**src/rtl/sram_ctrl_if.sv**
```systemverilog
// Request/response bus between the SoC peripheral decode and sram_ctrl.
interface sram_ctrl_if;
    logic        mem_valid;
    logic [31:0] mem_addr;
    logic [31:0] mem_wdata;
    logic [3:0]  mem_wstrb;
    logic        mem_ready;
    logic        mem_error;
    logic [31:0] mem_rdata;

    modport master (
        output mem_valid, mem_addr, mem_wdata, mem_wstrb,
        input  mem_ready, mem_error, mem_rdata
    );

    modport slave (
        input  mem_valid, mem_addr, mem_wdata, mem_wstrb,
        output mem_ready, mem_error, mem_rdata
    );
endinterface

```
**src/rtl/sram_ctrl.sv**
```systemverilog
// 32-bit bus to 16-bit asynchronous SRAM bridge. Each access is split into a
// low and a high halfword phase of wait_states+1 cycles; write phases whose
// strobes are all clear are skipped.
module sram_ctrl #(
    parameter int unsigned wait_states = 2,
    parameter int unsigned addr_width  = 19
) (
    input  logic                  clock,
    input  logic                  reset,
    sram_ctrl_if.slave            ram,
    output logic [addr_width-1:0] sram_addr,
    output logic [15:0]           sram_dq_out,
    output logic                  sram_dq_oe,
    input  logic [15:0]           sram_dq_in,
    output logic                  sram_ce_n,
    output logic                  sram_oe_n,
    output logic                  sram_we_n,
    output logic                  sram_lb_n,
    output logic                  sram_ub_n
);
    typedef enum logic [1:0] {IDLE, LO, HI, RESP} state_t;

    localparam logic [3:0] WLAST = 4'(wait_states);

    state_t                state_q, state_d;
    logic [3:0]            wcnt_q, wcnt_d;
    logic [addr_width-2:0] base_q, base_d;
    logic [31:0]           wdata_q, wdata_d;
    logic [31:0]           rdata_q, rdata_d;
    logic [3:0]            wstrb_q, wstrb_d;
    logic                  write_q, write_d;
    logic                  err_q, err_d;
    logic [addr_width-1:0] sram_addr_q, sram_addr_d;

    logic accept, range_err, in_phase, last;

    assign accept    = (state_q == IDLE) && ram.mem_valid;
    assign range_err = |ram.mem_addr[31:addr_width+1];
    assign in_phase  = (state_q == LO) || (state_q == HI);
    assign last      = (wcnt_q == WLAST);
    assign sram_addr = sram_addr_q;

    // State register
    always_ff @(posedge clock or negedge reset) begin
        if (!reset) state_q <= IDLE;
        else        state_q <= state_d;
    end

    // Next-state: skip the low phase for upper-only writes, the high phase for lower-only writes
    always_comb begin
        state_d = state_q;
        unique case (state_q)
            IDLE: if (ram.mem_valid) begin
                if (range_err)                                     state_d = RESP;
                else if ((|ram.mem_wstrb) && ~|ram.mem_wstrb[1:0]) state_d = HI;
                else                                               state_d = LO;
            end
            LO:   if (last) state_d = (write_q && ~|wstrb_q[3:2]) ? RESP : HI;
            HI:   if (last) state_d = RESP;
            RESP: state_d = IDLE;
            default: state_d = IDLE;
        endcase
    end

    // Datapath next-state: request latch, wait counter, read capture, pad address
    always_comb begin
        wcnt_d      = (in_phase && !last) ? wcnt_q + 4'd1 : 4'd0;
        base_d      = base_q;
        wdata_d     = wdata_q;
        wstrb_d     = wstrb_q;
        write_d     = write_q;
        err_d       = err_q;
        rdata_d     = rdata_q;
        sram_addr_d = sram_addr_q;
        if (accept) begin
            base_d  = ram.mem_addr[addr_width:2];
            wdata_d = ram.mem_wdata;
            wstrb_d = ram.mem_wstrb;
            write_d = |ram.mem_wstrb;
            err_d   = range_err;
            rdata_d = '0;
        end
        if (last && !write_q && state_q == LO) rdata_d[15:0]  = sram_dq_in;
        if (last && !write_q && state_q == HI) rdata_d[31:16] = sram_dq_in;
        // The pad address only moves on phase entry, so it holds between accesses
        if (state_d == LO && state_q != LO) sram_addr_d = {base_d, 1'b0};
        if (state_d == HI && state_q != HI) sram_addr_d = {base_d, 1'b1};
    end

    // Datapath registers
    always_ff @(posedge clock or negedge reset) begin
        if (!reset) begin
            wcnt_q      <= '0;
            base_q      <= '0;
            wdata_q     <= '0;
            wstrb_q     <= '0;
            write_q     <= 1'b0;
            err_q       <= 1'b0;
            rdata_q     <= '0;
            sram_addr_q <= '0;
        end else begin
            wcnt_q      <= wcnt_d;
            base_q      <= base_d;
            wdata_q     <= wdata_d;
            wstrb_q     <= wstrb_d;
            write_q     <= write_d;
            err_q       <= err_d;
            rdata_q     <= rdata_d;
            sram_addr_q <= sram_addr_d;
        end
    end

    // Outputs: SRAM strobes during phases (we_n held off in the first cycle for address setup), bus response in RESP
    always_comb begin
        sram_ce_n     = 1'b1;
        sram_oe_n     = 1'b1;
        sram_we_n     = 1'b1;
        sram_lb_n     = 1'b1;
        sram_ub_n     = 1'b1;
        sram_dq_oe    = 1'b0;
        sram_dq_out   = '0;
        ram.mem_ready = 1'b0;
        ram.mem_error = 1'b0;
        ram.mem_rdata = '0;
        if (in_phase) begin
            sram_ce_n = 1'b0;
            if (write_q) begin
                sram_dq_oe = 1'b1;
                sram_we_n  = (wcnt_q == 4'd0);
                if (state_q == LO) begin
                    sram_dq_out = wdata_q[15:0];
                    sram_lb_n   = ~wstrb_q[0];
                    sram_ub_n   = ~wstrb_q[1];
                end else begin
                    sram_dq_out = wdata_q[31:16];
                    sram_lb_n   = ~wstrb_q[2];
                    sram_ub_n   = ~wstrb_q[3];
                end
            end else begin
                sram_oe_n = 1'b0;
                sram_lb_n = 1'b0;
                sram_ub_n = 1'b0;
            end
        end
        if (state_q == RESP) begin
            ram.mem_ready = 1'b1;
            ram.mem_error = err_q;
            ram.mem_rdata = (write_q || err_q) ? 32'h0 : rdata_q;
        end
    end
endmodule

```
**src/flat_wrapper.sv**
```systemverilog
// flat-port wrapper written by rule: the top's interface ports become plain ports
module sram_ctrl_flat 
#(
    parameter int unsigned wait_states = 2,
    parameter int unsigned addr_width  = 19
)
  (clock, reset, sram_addr, sram_dq_out, sram_dq_oe, sram_dq_in, sram_ce_n, sram_oe_n, sram_we_n, sram_lb_n, sram_ub_n, ram_mem_valid, ram_mem_addr, ram_mem_wdata, ram_mem_wstrb, ram_mem_ready, ram_mem_error, ram_mem_rdata);
  sram_ctrl_if ram_i ();
  input  logic clock;
  input  logic reset;
  output logic [addr_width-1:0] sram_addr;
  output logic [15:0] sram_dq_out;
  output logic sram_dq_oe;
  input  logic [15:0] sram_dq_in;
  output logic sram_ce_n;
  output logic sram_oe_n;
  output logic sram_we_n;
  output logic sram_lb_n;
  output logic sram_ub_n;
  input wire logic [$bits(ram_i.mem_valid)-1:0] ram_mem_valid;
  input wire logic [$bits(ram_i.mem_addr)-1:0] ram_mem_addr;
  input wire logic [$bits(ram_i.mem_wdata)-1:0] ram_mem_wdata;
  input wire logic [$bits(ram_i.mem_wstrb)-1:0] ram_mem_wstrb;
  output wire logic [$bits(ram_i.mem_ready)-1:0] ram_mem_ready;
  output wire logic [$bits(ram_i.mem_error)-1:0] ram_mem_error;
  output wire logic [$bits(ram_i.mem_rdata)-1:0] ram_mem_rdata;
  assign ram_i.mem_valid = ram_mem_valid;
  assign ram_i.mem_addr = ram_mem_addr;
  assign ram_i.mem_wdata = ram_mem_wdata;
  assign ram_i.mem_wstrb = ram_mem_wstrb;
  assign ram_mem_ready = ram_i.mem_ready;
  assign ram_mem_error = ram_i.mem_error;
  assign ram_mem_rdata = ram_i.mem_rdata;
  sram_ctrl #(.wait_states(wait_states), .addr_width(addr_width)) u_core (.clock(clock), .reset(reset), .ram(ram_i), .sram_addr(sram_addr), .sram_dq_out(sram_dq_out), .sram_dq_oe(sram_dq_oe), .sram_dq_in(sram_dq_in), .sram_ce_n(sram_ce_n), .sram_oe_n(sram_oe_n), .sram_we_n(sram_we_n), .sram_lb_n(sram_lb_n), .sram_ub_n(sram_ub_n));
endmodule
```
**config.mk**
```make
export PLATFORM = sky130hd
export DESIGN_NAME = sram_ctrl_flat
export DESIGN_NICKNAME = d
export VERILOG_FILES = /design/src/rtl/sram_ctrl_if.sv /design/src/rtl/sram_ctrl.sv /design/src/flat_wrapper.sv
export SDC_FILE = /design/constraint.sdc
export NUM_CORES = 1
export LEC_CHECK = 0
export BUFFER_PORTS_ARGS = -buffer_cell sky130_fd_sc_hd__buf_2
export CAP_MARGIN = 0
export CORE_ASPECT_RATIO = 2
export CORE_MARGIN = 2
export CORE_UTILIZATION = 55
export CTS_CLUSTER_DIAMETER = 100
export DETAILED_ROUTE_END_ITERATION = 10
export GPL_ROUTABILITY_DRIVEN = 0
export MAX_ROUTING_LAYER = met4
export PLACE_DENSITY = 0.87
export SLEW_MARGIN = 20
export SYNTH_ARGS = -nofsm -noshare
export SYNTH_HDL_FRONTEND = slang
export SYNTH_SLANG_ARGS = --single-unit
```
**constraint.sdc**
```tcl
create_clock -name clock -period 4.2 [get_ports clock]
set_input_delay 0.21 -clock clock [delete_from_list [all_inputs] [get_ports clock]]
set_output_delay 0.21 -clock clock [all_outputs]
set_load 0.05 [all_outputs]
```
==> impl_metrics.env, run 1 <==
export IMPL_dpl_worst_slack_ns=1.29
export IMPL_timing_final_crit_share=0.691
export IMPL_critPathArrivalTime_ns=3.18
export IMPL_die_area_sq_um=10100
export IMPL_worst_setup_path_end_kind="flip-flop"
export IMPL_firstDrtPassIters=6
export IMPL_synthTopCellsByArea="dfrtp_1 (55%), mux2_2 (14%), nand2_1 (5.7%)"
export IMPL_h_tree_depth=4
export IMPL_ant_nets=0
export IMPL_num_vias=3957
export IMPL_core_area_sq_um=9010
export IMPL_hold_path_class="in2reg"
export IMPL_slew_headroom=0.288
export IMPL_ioPinCount=162
export IMPL_wl_microns=11800
export IMPL_initial_utilization=0.567
export IMPL_fmax_mhz=345
export IMPL_cp_start_kind="flip-flop"
export IMPL_clk_latency_ns=0.40
export IMPL_rsz0062_at_grt="no"
export IMPL_peakVddDrop_v=0.000728
export IMPL_gr_usage_all_layers=0.249
export IMPL_multi_input_area_sq_um=2150
export IMPL_dr_first_iter_drc_count=155
export IMPL_grt_max_degree=89
export IMPL_wl_per_cell_microns=16.5
export IMPL_maxCapViolations=0
export IMPL_worst_pin_slew_ns=1.07
export IMPL_holdWs_ns=0.0192
export IMPL_port_buffers=159
export IMPL_syn_area_sq_um=5110
export IMPL_rows=49
export IMPL_seq_area_sq_um=2830
export IMPL_postCtsSetupBuffers=0
export IMPL_post_dp_hpwl_microns=8330
export IMPL_crit_type="reg2reg"
export IMPL_ctsLongestPathBuffers=2
export IMPL_vias_per_cell=5.50
export IMPL_postSynthAreaPerCell_sq_um=11.4
export IMPL_nNetsFinal=701
export IMPL_synth_cell_type_count=32
export IMPL_cp_max_fo=18
export IMPL_grt_pass1_wl_microns=18700
export IMPL_setup_tns_ns=0
export IMPL_yosysWarnings=0
export IMPL_synth_top_cell_area_share=0.554
export IMPL_cts_sinks=113
export IMPL_fp_dieW_microns=72.1
export IMPL_cts_buffers=17
export IMPL_synth_top_cell_by_area="dfrtp_1"
export IMPL_synth_seq_cells=113
export IMPL_fin_crit_ns=2.90
export IMPL_outcome="finished, final reports clean"
export IMPL_worst_r2r_path_depth=8
export IMPL_skew_ns=0.00772
export IMPL_drc=0
export IMPL_setup_violations_final=0
export IMPL_synthesis_nets=543
export IMPL_postSynthCellCount=447
export IMPL_yosysSeqAreaShare=0.554
export IMPL_p_per_area_nw_per_um2=907
export IMPL_cts_tree="built"
export IMPL_fill_cells=621
export IMPL_layout_common_cells="buf_2 (158), dfrtp_1 (113), nand2_1 (76), mux2_2 (62), and2_1 (35)"
export IMPL_areaGrowthSynthToFinish_pct=28.7
export IMPL_drive_gt1_frac=0.438
export IMPL_hold_path_depth=3
export IMPL_diodes=0
export IMPL_antenna_found_initial=0
export IMPL_die_h_microns=140
export IMPL_ctsResizeCount=0
export IMPL_cts_root_buf="clkbuf_16"
export IMPL_setup_slack_ns=1.30
export IMPL_hold_viol_final=0
export IMPL_leakage_nw=3.43
export IMPL_overflow=0
export IMPL_crit_required_ns=4.48
export IMPL_cts_clk_slew_worst_paths_ns=0.05
export IMPL_final_max_slew_viol_count=0
export IMPL_final_common_cell="buf_2"
export IMPL_first_global_vias=4096
-- synth_stat cells --
| master | instances |
|---|---|
| o21ai_0 | 4 |
| dfrtp_1 | 113 |
| buf_6 | 1 |
| inv_1 | 10 |
| and3_1 | 2 |
| xnor2_1 | 1 |
| nor3b_1 | 2 |
| nor2_1 | 24 |
| o41ai_4 | 1 |
| buf_1 | 2 |
| nand2b_1 | 1 |
| nor4_1 | 4 |
| buf_4 | 1 |
| a41oi_1 | 1 |
| or3b_1 | 1 |
| and2_4 | 1 |
| nand3_1 | 33 |
| mux2i_1 | 19 |
| mux2_2 | 62 |
| ha_1 | 9 |
| mux2_4 | 10 |
| clkbuf_1 | 21 |
| o221ai_1 | 2 |
| o211ai_1 | 1 |
| and2_1 | 35 |
| a21boi_1 | 1 |
| nand4_1 | 1 |
| xor2_1 | 1 |
| nand2_1 | 77 |
| a31oi_1 | 2 |
| or2_2 | 1 |
| a21oi_1 | 3 |
-- critical path, stage by stage (launching register included) --
cell      delay [ns]
dfrtp_1         0.43
inv_1           0.13
ha_1            0.61
a21boi_1        0.26
o221ai_1        0.14
and2_4          0.20
o41ai_4         0.28
buf_4           0.35
mux2_2          0.38
-- flip-flops by register name, indices dropped and copies added (netlist names) --
register / flops
u_core.base_q: 18
u_core.err_q: 1
u_core.rdata_q: 32
u_core.sram_addr: 19
u_core.state_q: 2
u_core.wcnt_q: 4
u_core.wdata_q: 32
u_core.write_q: 1
u_core.wstrb_q: 4
-- path summary, 6_finish.rpt --
| check | startpoint | endpoint | slack [ns] |
|---|---|---|---|
| setup / recovery | u_core.state_q[1]$_DFF_PN0_ | u_core.sram_addr[5]$_DFFE_PN0P_ | 1.30 |
| hold / removal | sram_dq_in[7] | u_core.rdata_q[7]$_DFFE_PN0P_ | 0.02 |
| setup reg to reg | u_core.state_q[1]$_DFF_PN0_ | u_core.sram_addr[5]$_DFFE_PN0P_ | 1.30 |
| hold reg to reg | u_core.rdata_q[19]$_DFFE_PN0P_ | u_core.rdata_q[19]$_DFFE_PN0P_ | 0.49 |
| max in group asynchronous | reset | u_core.wdata_q[12]$_DFFE_PN0P_ | 2.67 |
| min in group asynchronous | reset | u_core.sram_addr[9]$_DFFE_PN0P_ | 0.47 |
-- logic make-up (layout without fill, tap and decap cells) --
family / Yosys count / in the layout / share of synthesized area
AO/OA/AOI/OAI: 15 / 15 / 0.0228
XOR/XNOR: 2 / 2 / 0.00343
adder cells (fa/ha/maj): 9 / 9 / 0.0220
buffers and inverters: 35 / 205 / 0.0279
flip-flops: 113 / 113 / 0.554
multiplexers: 91 / 91 / 0.203
AND/OR/NAND/NOR: 182 / 182 / 0.167
-- report_power, final --
group | internal, W | total (W) | switching (W)
Sequential | 0.00151 | 0.00172 | 0.000212
Combinational | 0.00100 | 0.00284 | 0.00183
Clock | 0.000929 | 0.00140 | 0.000472
-- metal layers --
| layer | vias to the layer above | global-route usage | wire length (microns) |
|---|---|---|---|
| met3 | 23 | 0.0468 | 596 |
| met1 | 1947 | 0.266 | 4510 |
| met2 | 170 | 0.440 | 6490 |
| met5 | - | - | 0 |
| met4 | 0 | 0.102 | 238 |
| li1 | 1817 | - | - |
-- metrics by stage --
step                instance area (sq um)  utilization  power (W)  std cells
floorplan                            5110            -    0.00392        447
CTS                                  6570        0.729    0.00600        719
finish                               6570        0.729    0.00596        719
global route                         6570        0.729    0.00623        719
detailed placement                   5970        0.663    0.00457        687
global placement                     5970        0.663    0.00445        687
-- timing repair --
item                                    in CTS  in global routing
endpoints found under the setup margin       0                  0
hold endpoints to repair                    75                  0
hold buffers                                 1                  0
-- final cells by class --
| class | instances | share of cell area |
|---|---|---|
| multi-input cells | 299 | 0.327 |
| clock buffers | 22 | 0.0737 |
| well taps | 102 | 0.0194 |
| inverters | 10 | 0.00571 |
| repair buffers | 164 | 0.128 |
| clock inverters | 9 | 0.0162 |
| flip-flops and latches | 113 | 0.430 |
(Power assumes the default switching activity.)
==> inputs of run 2 (changes only) <==
--- a/config.mk
+++ b/config.mk
@@ -9,12 +9,12 @@
 export CAP_MARGIN = 0
 export CORE_ASPECT_RATIO = 2
 export CORE_MARGIN = 2
-export CORE_UTILIZATION = 55
+export CORE_UTILIZATION = 46
 export CTS_CLUSTER_DIAMETER = 100
 export DETAILED_ROUTE_END_ITERATION = 10
 export GPL_ROUTABILITY_DRIVEN = 0
 export MAX_ROUTING_LAYER = met4
-export PLACE_DENSITY = 0.87
+export PLACE_DENSITY = 0.78
 export SLEW_MARGIN = 20
 export SYNTH_ARGS = -nofsm -noshare
 export SYNTH_HDL_FRONTEND = slang
==> constraint.sdc (replaced) <==
create_clock -name clock -period 2.5 [get_ports clock]
set_input_delay 0.125 -clock clock [delete_from_list [all_inputs] [get_ports clock]]
set_output_delay 0.125 -clock clock [all_outputs]
set_load 0.05 [all_outputs]
==> run 2 against run 1 <==
  * Critical path depth grew 1
  * Flip-flop and latch count is the same
  * Via count grew 8.9%
  * Cell count grew 17%
  * Sequential power grew 69%
  * First-iteration DRC count is the same
  * Non-clock buffer count grew 84
  * Combinational power grew 95%
  * Die area grew 19%
  * Worst hold slack gained 0.060 ns
  * Count of clock-buffer cells in the layout shrank 2
  * Register-to-register slack lost 1.2 ns
  * Largest cell class unchanged
==> impl_metrics.env, run 2 (synthesized netlist as in run 1, its figures left out) <==
export IMPL_cts_buffers=17
export IMPL_dr_first_iter_drc_count=155
export IMPL_clk_latency_ns=0.41
export IMPL_hold_path_class="in2reg"
export IMPL_ctsLongestPathBuffers=2
export IMPL_num_vias=4309
export IMPL_endpoint="u_core.sram_addr[5]$_DFFE_PN0P_"
export IMPL_skew_ns=0.00819
export IMPL_final_cells=842
export IMPL_hold_viol_final=0
export IMPL_timing_final_crit_share=0.959
export IMPL_worst_setup_path_end_kind="flip-flop"
export IMPL_max_stage_delay_ns=0.41
export IMPL_die_area_sq_um=12000
export IMPL_peakVddDrop_v=0.00130
export IMPL_antenna_found_initial=1
export IMPL_setup_violations_final=0
export IMPL_power_frac_seq=0.265
export IMPL_slew_headroom=0.554
export IMPL_gr_usage_all_layers=0.248
export IMPL_ant_nets=0
export IMPL_cts_tree="built"
export IMPL_r2r_setup_slack_ns=0.10
export IMPL_wl_per_cell_microns=16.8
export IMPL_dpl_cell_area_sq_um=6130
export IMPL_firstDrtPassIters=4
export IMPL_core_area_sq_um=10900
export IMPL_fp_dieW_microns=78.5
export IMPL_leakage_nw=3.83
export IMPL_crit_required_ns=2.79
export IMPL_port_buffers=159
export IMPL_reg2reg_from="u_core.wcnt_q[0]$_DFF_PN0_"
export IMPL_holdWs_ns=0.0789
export IMPL_cp_max_fo=4
export IMPL_final_common_cell="buf_2"
export IMPL_drc=0
export IMPL_pwr_share_clk=0.227
export IMPL_power_frac_comb=0.508
export IMPL_fin_crit_ns=2.40
export IMPL_timing_rr_end="u_core.sram_addr[5]$_DFFE_PN0P_"
export IMPL_ioPinCount=162
export IMPL_overflow=0
export IMPL_post_dp_hpwl_microns=8680
export IMPL_fill_cells=759
export IMPL_p_per_area_nw_per_um2=1440
export IMPL_final_max_slew_viol_count=0
export IMPL_first_global_vias=4574
export IMPL_grt_pass1_wl_microns=22200
export IMPL_initial_utilization=0.470
export IMPL_drive_gt1_frac=0.425
export IMPL_design_area_sq_um=7570
export IMPL_fmax_mhz=417
export IMPL_grt_max_degree=52
export IMPL_p_sw_frac=0.416
export IMPL_rows=54
export IMPL_die_h_microns=153
export IMPL_vias_per_cell=5.12
export IMPL_outcome="finished, final reports clean"
export IMPL_cts_clk_slew_worst_paths_ns=0.05
export IMPL_cp_cell_sequence="inv_2, ha_2, nor3b_4, o221ai_1, and2_4, o41ai_4, buf_6, clkbuf_16, mux2_2"
export IMPL_worst_pin_slew_ns=0.670
export IMPL_critPathArrivalTime_ns=2.69
export IMPL_dpl_cell_count=732
export IMPL_wl_microns=14200
export IMPL_critical_path_startpoint="u_core.wcnt_q[0]$_DFF_PN0_"
export IMPL_cp_start_kind="flip-flop"
export IMPL_cts_root_buf="clkbuf_16"
export IMPL_layout_common_cells="buf_2 (157), dfrtp_1 (113), nand2_1 (76), dlygate4sd3_1 (71), mux2_2 (62)"
export IMPL_maxCapViolations=0
export IMPL_switching_power_w=0.00455
export IMPL_cts_sinks=113
export IMPL_p_int_w=0.00638
export IMPL_slowest_stage="dfrtp_1"
export IMPL_crit_type="reg2reg"
export IMPL_areaGrowthSynthToFinish_pct=48.3
export IMPL_h_tree_depth=4
export IMPL_nNetsFinal=785
export IMPL_worst_r2r_path_depth=9
run 2: power by group through the flow:
stage	Combinational (W)	Clock [W]	Sequential (W)
2_1_floorplan	0.00331	0	0.00335
3_3_place_gp	0.00485	0	0.00284
3_5_place_dp	0.00499	0	0.00289
4_1_cts	0.00509	0.00252	0.00288
5_1_grt	0.00584	0.00260	0.00297
6_report	0.00555	0.00248	0.00290
run 2: how the worst min path moves through the flow:
stage	from	cells past startpoint	slack [ns]	to
after global routing	ram_mem_valid	2	0.09	u_core.write_q$_DFFE_PN0P_
final	ram_mem_valid	2	0.08	u_core.write_q$_DFFE_PN0P_
after detailed placement	reset	1	0.19	u_core.wdata_q[27]$_DFFE_PN0P_
after floorplan	reset	0	-0.17	u_core.base_q[0]$_DFF_PN0_
after CTS	ram_mem_valid	2	0.05	u_core.write_q$_DFFE_PN0P_
after global placement	reset	1	0.18	u_core.wdata_q[11]$_DFFE_PN0P_
run 2: routing by layer:
metal  vias to the layer above  track usage  part of all wire
met5                         -            -                 0
li1                       1981            -                 -
met4                         0        0.140             0.042
met2                       166        0.445              0.55
met1                      2115        0.242              0.36
met3                        47       0.0496             0.045
run 2: critical path, delay by kind of cell (launching register included):
kind / cells / cell delay, ns
buf+inv: 3 / 0.42
flops: 1 / 0.41
compound gates: 2 / 0.49
fa+ha+maj: 1 / 0.17
mux: 1 / 0.32
simple gates: 2 / 0.46
run 2: through the flow:
stage | utilization | setup WS (ns) | setup TNS [ns] | power [W]
floorplan | - | 0.0364 | 0 | 0.00666
global placement | 0.564 | 0.211 | 0 | 0.00769
detailed placement | 0.564 | 0.0277 | 0 | 0.00788
CTS | 0.684 | 0.0116 | 0 | 0.0105
global route | 0.696 | -0.00291 | -0.00450 | 0.0114
finish | 0.696 | 0.103 | 0 | 0.0109
run 2: cell type report:
| class | instances | area, sq um | area share |
|---|---|---|---|
| repair buffers | 248 | 1730 | 0.228 |
| clock buffers | 20 | 437 | 0.0576 |
| multi-input cells | 299 | 2200 | 0.291 |
| flip-flops and latches | 113 | 2830 | 0.373 |
| clock inverters | 11 | 164 | 0.0216 |
| diodes | 1 | 2.50 | 0.000330 |
| well taps | 140 | 175 | 0.0231 |
| inverters | 10 | 37.5 | 0.00496 |
run 2: repair_timing:
item	in CTS	in global routing
endpoints found under the hold margin	135	0
resized for setup	0	10
setup endpoints to repair	0	21
hold buffers	71	0
setup buffers	0	5
